===== config.mk =====
export PLATFORM = sky130hd
export DESIGN_NAME = ps2_digit_entry_ctrl
export DESIGN_NICKNAME = d
export VERILOG_FILES = /design/src/rtl/ps2_kbd_pkg.sv /design/src/rtl/scancode_digit_decode.sv /design/src/rtl/ps2_digit_entry_ctrl.sv
export SDC_FILE = /design/constraint.sdc
export NUM_CORES = 1
export LEC_CHECK = 0
export ABC_AREA = 1
export BUFFER_PORTS_ARGS = -buffer_cell sky130_fd_sc_hd__buf_2
export CAP_MARGIN = 20
export CORE_AREA = 4 4 74 76
export DETAILED_ROUTE_END_ITERATION = 8
export DIE_AREA = 0 0 78 80
export HOLD_SLACK_MARGIN = 0.08
export PLACE_DENSITY = 0.71
export SYNTH_ARGS = -nofsm -noshare
export SYNTH_HDL_FRONTEND = slang
export SYNTH_SLANG_ARGS = --single-unit

===== constraint.sdc =====
create_clock -name clk -period 2.1 [get_ports clk]
set_clock_uncertainty 0.15 [all_clocks]
set_input_delay 0.315 -clock clk [delete_from_list [all_inputs] [get_ports clk]]
set_output_delay 0.315 -clock clk [all_outputs]
set_load 0.01 [all_outputs]

===== src/rtl/ps2_kbd_pkg.sv =====
// Shared definitions for the PS/2 set-2 digit entry path.
//   state_t   : prefix-tracking states of the scancode sequencer
//   SC_*      : scancode bytes with special meaning to the sequencer
package ps2_kbd_pkg;

  typedef enum logic [1:0] {
    S_MAKE    = 2'd0,
    S_BRK     = 2'd1,
    S_EXT     = 2'd2,
    S_EXT_BRK = 2'd3
  } state_t;

  localparam logic [7:0] SC_BREAK = 8'hF0;
  localparam logic [7:0] SC_EXT   = 8'hE0;
  localparam logic [7:0] SC_ENTER = 8'h5A;
  localparam logic [7:0] SC_BKSP  = 8'h66;

endpackage


===== src/rtl/scancode_digit_decode.sv =====
// Combinational decoder from a PS/2 set-2 make code to a decimal digit.
//   code     : scancode byte
//   digit    : decoded value 0..9 (0 when not a digit key)
//   is_digit : high when code is one of the top-row digit keys
module scancode_digit_decode (
  input  logic [7:0] code,
  output logic [3:0] digit,
  output logic       is_digit
);

  always_comb begin
    digit    = 4'd0;
    is_digit = 1'b1;
    case (code)
      8'h45:   digit = 4'd0;
      8'h16:   digit = 4'd1;
      8'h1E:   digit = 4'd2;
      8'h26:   digit = 4'd3;
      8'h25:   digit = 4'd4;
      8'h2E:   digit = 4'd5;
      8'h36:   digit = 4'd6;
      8'h3D:   digit = 4'd7;
      8'h3E:   digit = 4'd8;
      8'h46:   digit = 4'd9;
      default: is_digit = 1'b0;
    endcase
  end

endmodule


===== src/rtl/ps2_digit_entry_ctrl.sv =====
// Turns a stream of PS/2 set-2 scancode bytes into committed multi-digit
// BCD entries. Make codes of digit keys are appended to an edit buffer,
// backspace removes the newest digit, Enter (main or keypad) commits the
// buffer to a valid/ready output register.
//   clk, areset     : clock, asynchronous active-high reset
//   byte_in/valid   : scancode byte and its one-cycle strobe
//   out_ready       : consumer accepts the committed entry this cycle
//   clear_err       : clears the sticky error flags
//   out_valid/bcd/ndigits : committed entry, right-justified BCD
//   entry_count     : digits currently held in the edit buffer
//   err_overflow    : sticky, a digit was typed into a full buffer
//   err_overrun     : sticky, a commit was dropped while output pending
module ps2_digit_entry_ctrl
  import ps2_kbd_pkg::*;
#(
  parameter  int MAX_DIGITS = 4,
  localparam int CW         = $clog2(MAX_DIGITS + 1),
  localparam int BW         = 4 * MAX_DIGITS
) (
  input  logic          clk,
  input  logic          areset,
  input  logic [7:0]    byte_in,
  input  logic          byte_valid,
  input  logic          out_ready,
  input  logic          clear_err,
  output logic          out_valid,
  output logic [BW-1:0] out_bcd,
  output logic [CW-1:0] out_ndigits,
  output logic [CW-1:0] entry_count,
  output logic          err_overflow,
  output logic          err_overrun
);

  state_t        state_q, state_d;
  logic [BW-1:0] buf_q, buf_d;
  logic [CW-1:0] cnt_q, cnt_d;
  logic          out_valid_q, out_valid_d;
  logic [BW-1:0] out_bcd_q, out_bcd_d;
  logic [CW-1:0] out_nd_q, out_nd_d;
  logic          err_ovf_q, err_ovf_d;
  logic          err_ovr_q, err_ovr_d;

  logic [3:0]    dec_digit;
  logic          dec_is_digit;

  scancode_digit_decode u_decode (
    .code     (byte_in),
    .digit    (dec_digit),
    .is_digit (dec_is_digit)
  );

  always_ff @(posedge clk or posedge areset) begin
    if (areset) begin
      state_q     <= S_MAKE;
      buf_q       <= '0;
      cnt_q       <= '0;
      out_valid_q <= 1'b0;
      out_bcd_q   <= '0;
      out_nd_q    <= '0;
      err_ovf_q   <= 1'b0;
      err_ovr_q   <= 1'b0;
    end else begin
      state_q     <= state_d;
      buf_q       <= buf_d;
      cnt_q       <= cnt_d;
      out_valid_q <= out_valid_d;
      out_bcd_q   <= out_bcd_d;
      out_nd_q    <= out_nd_d;
      err_ovf_q   <= err_ovf_d;
      err_ovr_q   <= err_ovr_d;
    end
  end

  always_comb begin
    logic commit;
    logic ovf_set;
    logic ovr_set;

    state_d     = state_q;
    buf_d       = buf_q;
    cnt_d       = cnt_q;
    out_valid_d = out_valid_q;
    out_bcd_d   = out_bcd_q;
    out_nd_d    = out_nd_q;
    commit      = 1'b0;
    ovf_set     = 1'b0;
    ovr_set     = 1'b0;

    if (byte_valid) begin
      case (state_q)
        S_MAKE: begin
          if (byte_in == SC_BREAK) begin
            state_d = S_BRK;
          end else if (byte_in == SC_EXT) begin
            state_d = S_EXT;
          end else if (dec_is_digit) begin
            if (cnt_q < CW'(MAX_DIGITS)) begin
              buf_d = (buf_q << 4) | BW'(dec_digit);
              cnt_d = cnt_q + CW'(1);
            end else begin
              ovf_set = 1'b1;
            end
          end else if (byte_in == SC_BKSP) begin
            if (cnt_q != '0) begin
              buf_d = buf_q >> 4;
              cnt_d = cnt_q - CW'(1);
            end
          end else if (byte_in == SC_ENTER) begin
            commit = 1'b1;
          end
        end
        // Release codes are swallowed whole so a digit's break never edits.
        S_BRK: state_d = S_MAKE;
        S_EXT: begin
          if (byte_in == SC_BREAK) begin
            state_d = S_EXT_BRK;
          end else begin
            commit  = (byte_in == SC_ENTER);
            state_d = S_MAKE;
          end
        end
        S_EXT_BRK: state_d = S_MAKE;
        default:   state_d = S_MAKE;
      endcase
    end

    if (out_valid_q && out_ready) begin
      out_valid_d = 1'b0;
    end

    // A commit may reload in the same cycle the old entry is accepted.
    if (commit && (cnt_q != '0)) begin
      if (!out_valid_q || out_ready) begin
        out_bcd_d   = buf_q;
        out_nd_d    = cnt_q;
        out_valid_d = 1'b1;
      end else begin
        ovr_set = 1'b1;
      end
      buf_d = '0;
      cnt_d = '0;
    end

    // Set wins over a simultaneous clear.
    err_ovf_d = (err_ovf_q && !clear_err) || ovf_set;
    err_ovr_d = (err_ovr_q && !clear_err) || ovr_set;
  end

  assign out_valid    = out_valid_q;
  assign out_bcd      = out_bcd_q;
  assign out_ndigits  = out_nd_q;
  assign entry_count  = cnt_q;
  assign err_overflow = err_ovf_q;
  assign err_overrun  = err_ovr_q;

endmodule


; Word level (Yosys, flattened, before mapping)
; Cells that the tools add are included.
[word_totals]
ff_bits = 43
inputBits = 13
out_inout_bits = 25
wordCells = 96
[classes]
add_sub_neg = 2
n_lt_le_gt_ge = 1
eq_ne = 21
muxes = 43
bitwise = 1
n_reduce_logical = 20
[ops]
columns = operator, count
row1 = 16-bit 2-to-1 mux, 9
row2 = 8-bit by 6-bit equality test with 1-bit output (second input constant), 6
row3 = 4-bit case mux with 9 select lines, 1
row4 = 8-bit by 7-bit equality test with 1-bit output (second input constant), 4
row5 = 3-bit 2-to-1 mux, 9
row6 = 1-bit 2-to-1 mux, 19
row7 = 8-bit by 5-bit equality test with 1-bit output (second input constant), 2
row8 = 8-bit equality test (second input constant), 2
row9 = 16-bit by 4-bit bitwise OR with 16-bit output, 1
row10 = 10-bit OR reduction, 1
row11 = 3-bit nonzero test, 3
row12 = 7-bit AND reduction, 1
row13 = 2-bit 2-to-1 mux, 3
row14 = 2-bit case mux with 3 select lines, 1
row15 = 2-bit equality test (second input constant), 2
row16 = 1-bit logical AND, 4
row17 = 2-bit by 1-bit != test with 1-bit output (second input constant), 2
row18 = 2-bit AND reduction, 2
row19 = 2-bit nonzero test, 2
row20 = 3-bit by 1-bit adder with 3-bit output (second input constant), 1
row21 = 1-bit logical OR, 3
row22 = 3-bit less-than comparator (second input constant), 1
row23 = 3-bit by 1-bit != test with 1-bit output (second input constant), 1
row24 = 3-bit != test (second input constant), 1
row25 = 6 further kinds, 7

; Longest topological paths before layout
; Gate-level depths: netlist of the first run.
[depth]
word_depth = 11
ltp_mapped = 15
depth_no_buf = 14

; Cells and area by module
; From an unflattened synthesis of the first run, not the netlist that was laid out.
[unflattened]
cells_unflattened = 325
hier_area_um2 = 2526.2
[by_module_without_submodules]
columns = module, n_inst, cells_each, area_each_um2, seq_area_each_um2
row1 = ps2_digit_entry_ctrl, 1, 277, 2301.0, 1076.0
row2 = scancode_digit_decode, 1, 48, 225.2, 0.0

; Worst setup path after synthesis of the first run
; No wires, ideal clock.
[synth_path]
path_kind = input port to flip-flop
start = input byte_in[7]
end = register buf_q[15]
setup_ns = 0.121
t_arrival_ns = 2.006
t_required_ns = 1.829
path_slack_ns = -0.177
path_stages = 15
path_buffers = 3
path_cell_list = inv_2 > nand2_1 > nor2_1 > nand2_1 > inv_1 > nor2_1 > nand4_1 > buf_2 > ha_1 > a21oi_1 > nand2_1 > buf_6 > buf_6 > o21bai_1 > nand2_1
[synth_between]
elab_chain_len = 11
word_cells_on_any_way = 39
classes_between = eq/ne: 17 / mux: 15 / reduce/logical: 7
[synth_lines]
columns = element, line
row1 = from (decl), ps2_digit_entry_ctrl.sv:22  ; input logic [7:0] byte_in,
row2 = 8-bit by 7-bit equality test with 1-bit output (tied with other cells), scancode_digit_decode.sv:14  ; case (code)
row3 = 10-bit OR reduction (no line) or 1-bit 2-to-1 mux (tied branches), n/a
row4 = "1-bit 2-to-1 mux, on equally long branches", "scancode_digit_decode.sv:14, ps2_digit_entry_ctrl.sv:103"
row5 = 1-bit 2-to-1 mux, ps2_digit_entry_ctrl.sv:96  ; end else if (dec_is_digit) begin
row6 = 1-bit 2-to-1 mux, ps2_digit_entry_ctrl.sv:94  ; end else if (byte_in == SC_EXT) begin
row7 = 1-bit 2-to-1 mux, ps2_digit_entry_ctrl.sv:92  ; if (byte_in == SC_BREAK) begin
row8 = 1-bit case mux with 2 select lines, ps2_digit_entry_ctrl.sv:90  ; case (state_q)
row9 = 1-bit 2-to-1 mux, ps2_digit_entry_ctrl.sv:89  ; if (byte_valid) begin
row10 = 1-bit logical AND, ps2_digit_entry_ctrl.sv:132  ; if (commit && (cnt_q != '0)) begin
row11 = 3-bit by 1-bit != test with 1-bit output (no line) (tied with other cells), n/a
row12 = 7-bit AND reduction (no line), n/a
row13 = to (signal assigned), ps2_digit_entry_ctrl.sv:64  ; buf_q <= buf_d;
row14 = to (decl), ps2_digit_entry_ctrl.sv:35  ; logic [BW-1:0] buf_q, buf_d;
; Parallel ways exist; a longest one is shown, timed or not. The select of a mux whose other input is x is not followed.
; A chain may end at the register's enable or synchronous reset.

; Final worst setup path of the first run
[layout_path]
start = input byte_in[0]
end = register cnt_q[1] (netlist: entry_count[1])
[layout_between]
elab_chain_len = 11
word_cells_on_any_way = 39
classes_between = eq/ne: 17 / mux: 15 / reduce/logical: 7
[layout_lines]
columns = element, line
row1 = 8-bit by 7-bit equality test with 1-bit output (tied with other cells), scancode_digit_decode.sv:14
row2 = 10-bit OR reduction (no line) or 1-bit 2-to-1 mux (tied branches), n/a
row3 = "1-bit 2-to-1 mux, on equally long branches", "scancode_digit_decode.sv:14, ps2_digit_entry_ctrl.sv:103"
row4 = 1-bit 2-to-1 mux, ps2_digit_entry_ctrl.sv:96
row5 = 1-bit 2-to-1 mux, ps2_digit_entry_ctrl.sv:94
row6 = 1-bit 2-to-1 mux, ps2_digit_entry_ctrl.sv:92
row7 = 1-bit case mux with 2 select lines, ps2_digit_entry_ctrl.sv:90
row8 = 1-bit 2-to-1 mux, ps2_digit_entry_ctrl.sv:89
row9 = 1-bit logical AND, ps2_digit_entry_ctrl.sv:132
row10 = 3-bit by 1-bit != test with 1-bit output (no line) (tied with other cells), n/a
row11 = 7-bit AND reduction (no line), n/a
row12 = to (signal assigned), ps2_digit_entry_ctrl.sv:65  ; cnt_q <= cnt_d;
row13 = to (decl), ps2_digit_entry_ctrl.sv:36  ; logic [CW-1:0] cnt_q, cnt_d;
; Parallel ways exist; a longest one is shown, timed or not. The select of a mux whose other input is x is not followed.

==> metrics.yaml, run 1 <==
clocking:
  htree_levels: 2
  clockBufferDepth: 2
  tritoncts: "yes"
  clock_pin_slew_reported_for_the_worst_setup_and_hold_paths_after_clock_tree_synthesis_ns: 0.08
  clk_root_buffer_cell: "clkbuf_8"
  cts_made_buffers: 5
  worstSkewPairLatency_ns: 0.30
  cts_num_sinks: 43
logic_synthesis:
  gate_count_post_synth: 311
  mappedNetlistArea_um2: 2340
  predominant_post_synthesis_flop_cell: "dfrtp_1"
  yosys_warnings: 0
  yosysSeqAreaShare_pct: 45.9
  synth_async_sr_flop_share_pct: 100
  total_nets_after_synthesis: 326
  synth_seq_cells: 43
  synth.distinct_cells: 27
  synth_edf_count: 0
  syn_area_per_cell_um2: 7.54
timing:
  hold_viol: 0
  unrepaired_setup_endpoints_after_global_routing: "no"
  drv_slew: 0
  final-setup-viol-count: 0
  timing.final.crit_share_pct: 91.7
  timing.max_slew.rel_slack_pct: 52.0
  tmin_final_ns: 1.93
  achievable-frequency_ghz: 0.519
  tightestPinTransition_ns: 0.715
floorplanning:
  dieArea_um2: 6240
  floorplan.initialDensity_pct: 49.6
  chipWidth_um: 78
  top_level_ports: 38
  fp.dieH_um: 80
  rows: 25
  core_outline_area_um2: 4720
final_layout:
  final_core_utilization_pct: 63.4
  layout-area-overhead-vs-synth_pct: 27.8
  layout-drive-gt1-share_pct: 26.0
  num-fill-cells: 423
  fin_nets: 383
  antenna_cells_inserted: 0
setup_path:
  critical_path.top_delay_family: "simple AND/OR/NAND/NOR gates"
  timing.critical_path.to_type: "flop"
  cp_common_cell: "nand2_1"
  cp-start-kind: "input pin"
  criticalPathCategory: "input pin to flop"
  reg_to_reg_critical_path_endpoint: "entry_count[1]"
  worstReg2RegStart: "state_q[1]"
  worstPathMaxFanout: 8
  critical_path_data_required_time_ns: 2.14
  critPathBufInv: 3
  path_cells: "buf_2 -> inv_12 -> nand2_8 -> nor2_4 -> nand2_1 -> nand2_1 -> nor2_2 -> nand4_1 -> ha_4 -> a21oi_2 -> nand2_2 -> buf_12 -> o21bai_1 -> nand2_1"
  critPathMaxStageDelay_ns: 0.22
  critPathArrivalTime_ns: 1.96
  cp_slowest_cell: "ha_4"
  slack_of_the_worst_reg_to_reg_path_ns: 0.19
  worstRegToRegCells: 9
placement:
  gp_congestion: 0.853
  port_buffers: 37
  detailed_place_hpwl_um: 3820
routing:
  dr.first_iter.drc_count: 143
  drc: 0
  routed-via-count: 2075
  post_drt_via_cell_ratio: 4.76
  final_antenna_net_count: 0
  drt_first_pass_iters: 4
  avgRoutedWirePerCell_um: 12.0
  finalWirelength_um: 5220
global_routing:
  total_routing_usage_gr_pct: 18.9
  grt_first_pass_wirelength_um: 9230
  grt_max_degree: 37
  first_global_vias: 2073
  grt_antenna_before_repair: 0
  overflow: 0
hold_path:
  min-delay-start: "out_ready"
  timing.hold.worst.class: "input pin to flop"
  whs_endpoint: "out_valid"
  timing.hold.worst_path_depth: 4
run_status:
  outcome: "finished, final reports clean"
power_and_ir_drop:
  power-per-cell-area_nw_per_um2: 923
  leakagePower_uw: 0.00160
  totalPowerFinal_uw: 2770
  peakVddDrop_uv: 597
job:
  maxCapViolCount: 0
-- worst max-delay path by stage --
stage	slack [ns]	end	depth (start not counted)	start
CTS	0.15	entry_count[1]	14	byte_in[3]
global placement	-0.12	buf_q[10]	14	byte_in[3]
global route	0.01	entry_count[1]	14	byte_in[0]
floorplan	-0.02	buf_q[15]	15	byte_in[3]
finish	0.17	entry_count[1]	14	byte_in[0]
detailed placement	-0.17	entry_count[1]	14	byte_in[3]
-- repair_timing --
action                                  in CTS  in global routing
hold endpoints to repair                    19                  0
hold buffers                                 2                  0
endpoints found under the setup margin       0                 12
gates resized for setup                      0                  3
setup buffers                                0                  0
-- state kept, by name, summed over array words and instances, names as in the netlist --
name	count
out_ndigits	3
entry_count	3
out_bcd	16
buf_q	16
out_valid	1
err_overflow	1
state_q	2
err_overrun	1
-- kinds of logic (layout without fill, tap and decap cells) --
| group | after synthesis | after routing | share of synthesized area [%] |
|---|---|---|---|
| AND/OR/NAND/NOR | 145 | 145 | 25.5 |
| buffers and inverters | 59 | 117 | 11.2 |
| AO/OA/AOI/OAI | 61 | 61 | 15.6 |
| XOR/XNOR | 1 | 1 | 0.374 |
| flip-flops | 43 | 43 | 45.9 |
| adder cells (fa/ha/maj) | 2 | 2 | 1.39 |
-- metrics by stage --
| step | area [um2] | instances | TNS (ns) | hold WS [ns] | worst slack [ns] |
|---|---|---|---|---|---|
| finish | 3000 | 436 | 0 | 0.144 | 0.175 |
| global route | 3000 | 436 | 0 | 0.161 | 0.0112 |
| CTS | 2990 | 436 | 0 | 0.140 | 0.154 |
| detailed placement | 2880 | 426 | -2.78 | 0.226 | -0.172 |
| global placement | 2880 | 426 | -2.09 | 0.230 | -0.123 |
| floorplan | 2470 | 311 | -0.188 | 0.264 | -0.0235 |
-- synthesized netlist by cell type (all sizes together) (2+ instances only) --
cell    number  share of area [%]
clkbuf       4               0.64
nor2        23                4.2
nand2      112                 18
a21oi       16                3.6
buf          8                3.0
inv         47                7.5
nor3         2               0.43
dfrtp       43                 46
nand3        4                1.6
o21ai       23                4.9
o22ai        2               0.53
o21bai      19                6.2
nand4        4                1.1
-- where the power goes --
group	internal [uW]	switching (uW)	leakage, uW
Clock	233	288	0.0000412
Sequential	1050	165	0.000530
Combinational	472	560	0.00102
-- layout by cell type (no fill, tap or decap), types with 2 or more instances in the layout --
cell,netlist,routed
o21ai_0,22,22
buf_12,0,5
nand4_1,4,4
nor2_2,2,5
o22ai_1,2,2
nor3_1,2,2
nand2_2,2,3
clkbuf_8,0,5
nor2_4,1,3
inv_1,44,39
dlygate4sd3_1,0,2
nand2_4,0,3
dfrtp_1,43,43
nor2_1,20,15
inv_12,0,2
buf_4,0,18
inv_2,3,2
a21oi_2,1,2
inv_4,0,2
nand2_1,110,105
a21oi_1,15,14
nand3_1,2,2
o21bai_1,18,18
buf_2,3,36
-- layer usage --
layer	up-vias	track usage (%)	wire, um
li1	1077	-	-
met1	944	24.6	2500
met2	48	31.5	2410
met3	6	4.06	241
met4	0	6.29	74
met5	-	0	0
-- final cells by class --
type,instances,area (um2),share of cell area [%]
Multi-Input combinational cell,209,1100,36.6
Sequential cell,43,1080,35.9
Tap cell,67,83.8,2.80
Timing Repair Buffer,62,443,14.8
Clock buffer,6,72.6,2.42
Inverter,47,211,7.06
Clock inverter,2,12.5,0.418
-- worst min-delay path: stages --
cell	delay, ns
buf_2	0.07
inv_1	0.03
nand2_1	0.08
nand2_1	0.06
Note: power is estimated with default switching activity, not from simulation.
==> run 2, diff against run 1 <==
--- a/config.mk
+++ b/config.mk
@@ -10,5 +10,5 @@
 export CAP_MARGIN = 20
-export CORE_AREA = 4 4 74 76
+export CORE_AREA = 2 2 72 74
 export DETAILED_ROUTE_END_ITERATION = 8
-export DIE_AREA = 0 0 78 80
+export DIE_AREA = 0 0 74 76
 export HOLD_SLACK_MARGIN = 0.08
==> constraint.sdc (replaced) <==
create_clock -name clk -period 2.1 [get_ports clk]
set_clock_uncertainty 0.15 [all_clocks]
set_input_delay 0.105 -clock clk [delete_from_list [all_inputs] [get_ports clk]]
set_output_delay 0.105 -clock clk [all_outputs]
set_load 0.01 [all_outputs]
==> metrics.yaml, run 2 (synthesized netlist as in run 1, its figures left out) <==
setup_path:
  critical_path.top_delay_family: "buffers and inverters"
  critical_path_data_required_time_ns: 2.15  # about the same
  reg_to_reg_critical_path_endpoint: "err_overrun"
  critPathBufInv: 3  # unchanged
  worstPathMaxFanout: 6  # -2
  worstReg2RegStart: "entry_count[2]"
  slack_of_the_worst_reg_to_reg_path_ns: 0.10  # -0.09 ns
  timing.critical_path.to_type: "flop"
  critPathArrivalTime_ns: 2.05  # +0.09 ns
  path_cells: "nor3_1 -> inv_1 -> nand3_4 -> buf_12 -> o22ai_1 -> dlygate4sd3_1"
  cp-start-kind: "flop"
  cp_slowest_cell: "dlygate4sd3_1"
  critPathMaxStageDelay_ns: 0.56  # +0.34 ns
  worstRegToRegCells: 6  # -3
  criticalPathCategory: "flop to flop"
global_routing:
  total_routing_usage_gr_pct: 18.8  # -0.10 points
  grt_antenna_before_repair: 0  # unchanged
  grt_first_pass_wirelength_um: 8380  # -9.2%
  overflow: 0  # unchanged
  first_global_vias: 1919  # -7.4%
  grt_max_degree: 44  # +19%
routing:
  dr.first_iter.drc_count: 81  # -43%
  drt_first_pass_iters: 5  # +1
  drc: 0  # unchanged
  avgRoutedWirePerCell_um: 11.4  # -5.1%
  routed-via-count: 2012  # -3.0%
  finalWirelength_um: 4890  # -6.4%
  final_antenna_net_count: 0  # unchanged
  post_drt_via_cell_ratio: 4.68  # -1.7%
clocking:
  worstSkewPairLatency_ns: 0.31  # about the same
  clk_root_buffer_cell: "clkbuf_8"
  cts_num_sinks: 43  # unchanged
  clockBufferDepth: 2  # unchanged
  htree_levels: 2  # unchanged
  cts-resized-gates: 0  # unchanged
  clock_pin_slew_reported_for_the_worst_setup_and_hold_paths_after_clock_tree_synthesis_ns: 0.09  # about the same
  tritoncts: "yes"
  cts_made_buffers: 5  # unchanged
final_layout:
  layout_common_cells: "nand2_1, inv_1, dfrtp_1"
  multi_input_area_um2: 1000  # -8.3%
  num-fill-cells: 451  # +6.6%
  sequential_cell_area_um2: 1080  # unchanged
  layout-area-overhead-vs-synth_pct: 21.0
  antenna_cells_inserted: 0  # unchanged
  fin_nets: 374  # -2.3%
  final_core_utilization_pct: 57.7  # -5.7 points
  stdcell_area_um2: 2840  # -5.3%
  mostFrequentLayoutCell: "nand2_1"
  layout-drive-gt1-share_pct: 18.9  # -7.1 points
hold_path:
  whs_endpoint: "err_overflow"
  timing.hold.worst_path_depth: 4  # unchanged
  min-delay-start: "byte_in[5]"
  timing.hold.worst.class: "input pin to flop"
floorplanning:
  floorplan.initialDensity_pct: 47.7  # -1.9 points
  top_level_ports: 38  # unchanged
  core_outline_area_um2: 4910  # +4.0%
  rows: 26  # +4.0%
  chipWidth_um: 74  # -5.1%
  dieArea_um2: 5620  # -9.9%
  fp.dieH_um: 76  # -5.0%
placement:
  dp_area_um2: 2620  # -9.0%
  port_buffers: 37  # unchanged
  detailed_place_hpwl_um: 3370  # -12%
  gp_congestion: 0.877  # +2.8%
  placement.setup.worst_slack_ns: 0.0428  # +0.215 ns
timing:
  timing.max_slew.rel_slack_pct: 63.9  # +12 points
  final-setup-viol-count: 0  # unchanged
  hold_viol: 0  # unchanged
  worst_hold_slack_ns: 0.117  # -0.0278 ns
  timing.final.crit_share_pct: 95.2  # +3.5 points
  tightestPinTransition_ns: 0.542  # -0.173 ns
  final_critical_path_setup_slack_ns: 0.100  # -0.0745 ns
  tmin_final_ns: 2.00  # +0.0745 ns
  achievable-frequency_ghz: 0.500  # -3.7%
  drv_slew: 0  # unchanged
job:
  maxCapViolCount: 0  # unchanged
power_and_ir_drop:
  power-per-cell-area_nw_per_um2: 1020  # +11%
  peakVddDrop_uv: 346  # -42%
  leakagePower_uw: 0.00155  # -2.9%
run_status:
  outcome: "finished, final reports clean"
-- run 2: worst max-delay path by stage --
stage	startpoint	endpoint	slack [ns]	depth (start not counted)
final	entry_count[2]	err_overrun	0.10	6
after global routing	state_q[1]	buf_q[4]	-0.007	9
after CTS	state_q[1]	buf_q[10]	0.14	10
after detailed placement	byte_in[4]	buf_q[13]	0.04	14
after global placement	byte_in[4]	buf_q[1]	0.13	14
after floorplan	byte_in[7]	buf_q[15]	0.03	15
-- run 2: cell type report --
type / count / share of cell area (%)
multi-input cells: 209 / 35.4
repair buffers: 53 / 12.5
clock inverters: 3 / 2.38
inverters: 47 / 6.22
well taps: 70 / 3.09
flip-flops and latches: 43 / 37.9
clock buffers: 5 / 2.43
-- run 2: worst register-to-register path: cells and delay by family, from the launching register on --
family | cells | cell delay, ns
AOI/OAI and AO/OA | 1 | 0.05
DFF | 1 | 0.45
buffers and inverters | 3 | 0.80
and+or+nand+nor | 2 | 0.44
-- run 2: through the flow --
step,TNS (ns),total power (uW),cells
floorplan,0,1880,311
global placement,0,2110,415
detailed placement,0,2120,415
CTS,0,2910,428
global route,-0.00685,3120,430
finish,0,2900,430
-- run 2: what timing repair did --
action | in CTS | in global routing
buffers inserted | 0 | 2
hold buffers | 5 | 0
setup endpoints to repair | 0 | 20
endpoints found under the hold margin | 48 | 0
-- run 2: routing by layer --
layer / global-route usage, % / up-vias / part of all wire, %
met2: 29.4 / 36 / 46
met5: 0 / - / 0
met4: 5.45 / 0 / 1.8
met3: 3.57 / 7 / 2.9
met1: 26.6 / 912 / 49
li1: - / 1057 / -
-- run 2: power by group --
part | leakage [uW] | total [uW] | internal, uW | switching (uW)
clock | 0.0000644 | 775 | 474 | 301
sequential | 0.000530 | 1210 | 1050 | 164
combinational | 0.000955 | 914 | 386 | 528
